$ cat config.mk
export PLATFORM = sky130hd
export DESIGN_NAME = if_prefetch_stage
export DESIGN_NICKNAME = d
export VERILOG_FILES = /design/src/rtl/if_prefetch_stage.sv
export SDC_FILE = /design/constraint.sdc
export NUM_CORES = 1
export LEC_CHECK = 0
export ABC_AREA = 1
export BUFFER_PORTS_ARGS = -buffer_cell sky130_fd_sc_hd__buf_2
export CORE_MARGIN = 2
export CORE_UTILIZATION = 35
export CTS_CLUSTER_DIAMETER = 150
export CTS_CLUSTER_SIZE = 20
export DETAILED_ROUTE_END_ITERATION = 10
export PLACE_DENSITY = 0.58
export SYNTH_ARGS = -nofsm -noshare
export SYNTH_HDL_FRONTEND = slang
export SYNTH_SLANG_ARGS = --single-unit
$ cat constraint.sdc
create_clock -name clk -period 6.8 [get_ports clk]
set_input_delay 1.36 -clock clk [delete_from_list [all_inputs] [get_ports clk]]
set_output_delay 1.36 -clock clk [all_outputs]
set_load 0.01 [all_outputs]
$ cat src/rtl/if_prefetch_stage.sv
// Instruction fetch stage: pipelined SRAM-like fetch with a
// PC queue, an instruction buffer and cancel-on-redirect.
`timescale 1ns/1ps
module if_prefetch_stage #(
  parameter logic [31:0] RESET_PC        = 32'h1c000000,
  parameter int          MAX_OUTSTANDING = 2,
  parameter int          IBUF_DEPTH      = 4,
  parameter int          N_REDIR         = 5
) (
  input  logic                   clk,
  input  logic                   resetn,
  output logic                   inst_sram_req,
  output logic                   inst_sram_wr,
  output logic [1:0]             inst_sram_size,
  output logic [3:0]             inst_sram_wstrb,
  output logic [31:0]            inst_sram_addr,
  output logic [31:0]            inst_sram_wdata,
  input  logic                   inst_sram_addr_ok,
  input  logic                   inst_sram_data_ok,
  input  logic [31:0]            inst_sram_rdata,
  input  logic [N_REDIR-1:0]     redir_valid,
  input  logic [32*N_REDIR-1:0]  redir_target,
  input  logic                   id_allowin,
  output logic                   if_to_id_valid,
  output logic [31:0]            if_inst,
  output logic [31:0]            if_pc,
  output logic                   if_exc_adef
);

  localparam int CW  = $clog2(MAX_OUTSTANDING + 1);
  localparam int QW  = (MAX_OUTSTANDING > 1) ?
                       $clog2(MAX_OUTSTANDING) : 1;
  localparam int BW  = $clog2(IBUF_DEPTH);
  localparam int BCW = BW + 1;
  localparam int SW  = BCW + 1;

  localparam logic [CW-1:0]  MAX_C   = CW'(MAX_OUTSTANDING);
  localparam logic [QW-1:0]  Q_LAST  = QW'(MAX_OUTSTANDING - 1);
  localparam logic [BCW-1:0] DEPTH_C = BCW'(IBUF_DEPTH);
  localparam logic [SW-1:0]  DEPTH_S = SW'(IBUF_DEPTH);

  typedef struct packed {
    logic [31:0] pc;
    logic [31:0] inst;
    logic        exc;
  } ibuf_t;

  logic [31:0]    fetch_pc;
  logic [CW-1:0]  total;
  logic [CW-1:0]  cancel;
  logic [CW-1:0]  live;
  logic           halt;

  logic [31:0]    pcq [MAX_OUTSTANDING];
  logic [QW-1:0]  pcq_wr;
  logic [QW-1:0]  pcq_rd;

  ibuf_t          ibuf [IBUF_DEPTH];
  logic [BW-1:0]  buf_wr;
  logic [BW-1:0]  buf_rd;
  logic [BCW-1:0] buf_cnt;
  logic           buf_empty;

  logic           redir;
  logic [31:0]    redir_pc;
  logic           aligned;
  logic           room;
  logic           acc;
  logic           dok;
  logic           drop;
  logic           push_data;
  logic           push_adef;
  logic           push;
  logic           pop;
  ibuf_t          push_ent;
  ibuf_t          head;

  assign redir     = |redir_valid;
  assign live      = total - cancel;
  assign aligned   = fetch_pc[1:0] == 2'b00;
  assign buf_empty = buf_cnt == '0;
  assign room      = (SW'(buf_cnt) + SW'(live)) < DEPTH_S;

  assign inst_sram_req   = resetn & ~redir & ~halt & aligned &
                           (total < MAX_C) & room;
  assign inst_sram_wr    = 1'b0;
  assign inst_sram_size  = 2'b10;
  assign inst_sram_wstrb = 4'h0;
  assign inst_sram_addr  = fetch_pc;
  assign inst_sram_wdata = 32'h0;

  assign acc       = inst_sram_req & inst_sram_addr_ok;
  assign dok       = inst_sram_data_ok;
  assign drop      = cancel != '0;
  assign push_data = dok & ~drop & ~redir;
  assign push_adef = ~redir & ~halt & ~aligned &
                     (total == '0) & (buf_cnt < DEPTH_C);
  assign push      = push_data | push_adef;

  assign head           = ibuf[buf_rd];
  assign if_to_id_valid = ~buf_empty & ~redir;
  assign pop            = if_to_id_valid & id_allowin;
  assign if_pc          = buf_empty ? 32'h0 : head.pc;
  assign if_inst        = buf_empty ? 32'h0 : head.inst;
  assign if_exc_adef    = ~buf_empty & head.exc;

  // Lowest-index redirect channel wins.
  always_comb begin
    redir_pc = 32'h0;
    for (int i = N_REDIR - 1; i >= 0; i--)
      if (redir_valid[i]) redir_pc = redir_target[32*i +: 32];
  end

  // Entry written into the buffer: bus data or fetch fault.
  always_comb begin
    push_ent = '{pc: pcq[pcq_rd], inst: inst_sram_rdata,
                 exc: 1'b0};
    if (push_adef)
      push_ent = '{pc: fetch_pc, inst: 32'h0, exc: 1'b1};
  end

  // Fetch PC, outstanding/discard counters and fault halt.
  always_ff @(posedge clk) begin
    if (!resetn) begin
      fetch_pc <= RESET_PC;
      total    <= '0;
      cancel   <= '0;
      halt     <= 1'b0;
    end else begin
      total <= total + CW'(acc) - CW'(dok);
      if (redir) begin
        fetch_pc <= redir_pc;
        cancel   <= cancel + live - CW'(dok);
        halt     <= 1'b0;
      end else begin
        if (acc) fetch_pc <= fetch_pc + 32'd4;
        if (dok && drop) cancel <= cancel - CW'(1);
        if (push_adef) halt <= 1'b1;
      end
    end
  end

  // In-flight PC queue, popped only by live responses.
  always_ff @(posedge clk) begin
    if (!resetn || redir) begin
      pcq_wr <= '0;
      pcq_rd <= '0;
    end else begin
      if (acc) begin
        pcq[pcq_wr] <= fetch_pc;
        pcq_wr <= (pcq_wr == Q_LAST) ? '0 : pcq_wr + QW'(1);
      end
      if (push_data)
        pcq_rd <= (pcq_rd == Q_LAST) ? '0 : pcq_rd + QW'(1);
    end
  end

  // Instruction buffer toward ID; flushed on redirect.
  always_ff @(posedge clk) begin
    if (!resetn || redir) begin
      buf_wr  <= '0;
      buf_rd  <= '0;
      buf_cnt <= '0;
    end else begin
      if (push) begin
        ibuf[buf_wr] <= push_ent;
        buf_wr <= buf_wr + BW'(1);
      end
      if (pop) buf_rd <= buf_rd + BW'(1);
      buf_cnt <= buf_cnt + BCW'(push) - BCW'(pop);
    end
  end

endmodule

==> summary.md <==
| Metric | Value |
|---|---|
| CP cell instances | `clkinv_2, buf_4, o21ai_0, a21oi_1, buf_2` |
| Vias in the first global route | `12583` |
| CTS resizes | `0` |
| Total die area | `0.0518 mm²` |
| Area Growth Syn to Fin | `14.5%` |
| Max-slew violations | `0` |
| Post-route antenna net violation count | `0` |
| Tot GR Track Use | `0.196` |
| Final setup fails | `0` |
| Leak | `7.79 nW` |
| Reg area | `0.0107 mm²` |
| Crit path required time | `5440 ps` |
| # Post-CTS Setup Buffers | `0` |
| CTS Buf Count | `22` |
| Reg-to-reg setup timing slack | `3660 ps` |
| TritonCTS clock tree | `yes` |
| CTS Hold Bufs | `0` |
| Antenna diodes | `0` |
| Row cnt | `81` |
| Worst vdd ir | `0.000231 V` |
| Routed wire length | `52100 µm` |
| Netlist Area Pre-Place | `0.0175 mm²` |
| First-pass GRT wire length | `76900 µm` |
| Peak Freq | `216 MHz` |
| Leading area contributor after synthesis | `edfxtp_1` |
| CP arrival | `3270 ps` |
| Slack of the critical path | `2170 ps` |
| Synth top area cells | `edfxtp_1 56%, nor2_1 8.7%, nand2_1 5.9%, dfxtp_1 5.6%, o21ai_0 5.0%` |
| Total congestion overflow | `0` |
| Placed cell area | `0.0194 mm²` |
| Post-Synthesis Cells | `1842` |
| Reg clk slew, reported paths | `80 ps` |
| Hpwl dp | `35700 µm` |
| Vias post-DR | `13337` |
| Crit Path Max Fanout | `90` |
| Core area | `0.0492 mm²` |
| Setup crit end kind | `output port` |
| Fin crit period | `4630 ps` |
| RSZ-0062 raised after global routing | `false` |
| Register bit total from synthesis | `373` |
| Max stage delay on crit path | `790 ps` |
| Initial DRC count | `941` |
| Clk Latency, worst-skew pair | `540 ps` |
| Total power | `4.20 mW` |
| Share of the yosys chip area belonging to registers | `0.612` |
| Most frequent cells in the layout | `399 x nor2_1, 324 x edfxtp_1, 300 x buf_2` |
| Finished Cell Area | `0.0200 mm²` |
| Worst min path class | `flop to flop` |
| Die Y | `228 µm` |
| Most common cell after layout, fill and taps aside | `nor2_1` |
| Internal | `3.23 mW` |
| Footprint of the multi-input gates | `0.00573 mm²` |
| Initial antenna violation count | `0` |
| Initial core utilization | `0.356` |
| Final Cycle Share | `0.681` |
| Die width | `228 µm` |
| Least-Margin Pin Slew | `979 ps` |
| Max stage delay cell, worst path | `dfxtp_4` |
| I/O Pins | `340` |
| # nets final | `2294` |
| Kind of critical path | `flop to output port` |
| Status | `completed` |
| Post-synth top area share | `0.556` |
| Post-DR wirelength/cell | `19.0 µm` |
| Distinct cells, synth | `38` |
| Reg power frac | `0.605` |
| Switching Share | `0.232` |
| Net switching power | `974 µW` |
| Ys Warns | `0` |
| Rel. slew slack | `0.346` |
| DP Worst Slack | `2170 ps` |
| Longest Clk Path Bufs | `3` |
| Pwr Density | `210 mW/mm²` |
| Fin Clk Skew | `17.7 ps` |
| Fill cell count | `4845` |
| Clk pwr share | `0.310` |
| CTS sink cnt | `373` |
| Vias/cell | `4.85` |
| Final Hold Viols | `0` |
| Setup crit start kind | `flop` |
| Root Buffer | `clkbuf_16` |
| Comb pwr share | `0.085` |
| Max-cap check violation count | `0` |
| Synth Area per Inst | `9.50 µm²` |
| Total Neg Setup Slack | `0 ps` |
| Gp weighted congestion | `0.915` |
| Pre-Repair DR Iteration Count | `5` |
| Largest net degree at the start of global routing | `91` |
| DRC errors left | `0` |
| Share of layout cells above drive strength 1 | `0.177` |
| H-tree depth | `1` |
| Port Buf Inserts | `300` |
## power by group through the flow
stage               clock network [mW]  logic [mW]  registers [mW]
detailed placement                   0       0.359            2.60
CTS                               1.34       0.361            2.54
global route                      1.42       0.400            2.55
global placement                     0       0.357            2.59
finish                            1.30       0.358            2.54
floorplan                            0       0.214            2.58
## sequential cells by signal, summed over array words and instances (netlist names), named ones only
signal	flops
buf_rd	2
pcq_wr	1
buf_cnt	3
pcq	64
cancel	2
pcq_rd	1
inst_sram_addr	32
total	2
halt	1
ibuf	260
buf_wr	2
## critical path: cells and delay by family, from the launching register on
family / cells / cell delay (ps)
AOI/OAI and AO/OA: 2 / 410
buffers and inverters: 3 / 1450
DFF: 1 / 790
## logic make-up after synthesis
kind of cell | synth area share
AO/OA/AOI/OAI | 0.135
XOR/XNOR | 0.00901
adder cells (fa/ha/maj) | 0.0104
buffers and inverters | 0.0705
flip-flops | 0.612
multiplexers | 0.00114
other | 0.000429
AND/OR/NAND/NOR | 0.161
## routing by layer
metal | GRT usage | wire length (µm) | up-vias
li1 | - | - | 6599
met1 | 0.263 | 22600 | 6199
met2 | 0.334 | 25300 | 483
met3 | 0.0276 | 3020 | 56
met4 | 0.0479 | 1230 | 0
met5 | 0 | 0 | -
## cell usage after synthesis
library cell / instances
nand3_1: 26
a21oi_1: 150
a22oi_1: 19
nor2_1: 406
ha_1: 13
nor2_4: 1
inv_2: 5
nor3_1: 3
dfxtp_1: 49
nand2_4: 1
or2_2: 2
nand4_1: 2
buf_2: 26
a21o_1: 1
a22o_1: 2
nand3_4: 1
mux2i_1: 2
buf_6: 1
buf_4: 45
nand3_2: 1
o21ai_0: 173
nor2_8: 1
nand3b_1: 1
clkbuf_1: 58
nor2_2: 2
nand2_1: 275
o211ai_1: 40
o21ai_1: 48
fa_1: 1
xor2_1: 14
a21oi_2: 2
buf_1: 12
o22ai_1: 2
conb_1: 2
xnor2_1: 4
edfxtp_1: 324
o21bai_1: 1
inv_1: 126
## layout make-up
type,count,share of cell area
sequential,373,0.535
multi-input combinational,1233,0.286
timing repair buffer,317,0.0832
tap,664,0.0415
clock buffer,28,0.0286
inverter,131,0.0246
clock inverter,2,0.00125
## final timing paths
path                      from     endpoint  cells past startpoint
min                       halt         halt                      2
min reg2reg               halt         halt                      2
max reg2reg  inst_sram_addr[1]  ibuf[3][59]                      6
max                       flop    if_pc[13]                      5
## through the flow
step | util | cells | hold slack [ps]
6_report | 0.408 | 2748 | 456
5_1_grt | 0.408 | 2748 | 485
4_1_cts | 0.408 | 2748 | 454
3_5_place_dp | 0.395 | 2718 | 443
3_3_place_gp | 0.395 | 2718 | 441
2_1_floorplan | - | 1879 | 426
No activity file was read; power rests on OpenSTA's default activity.
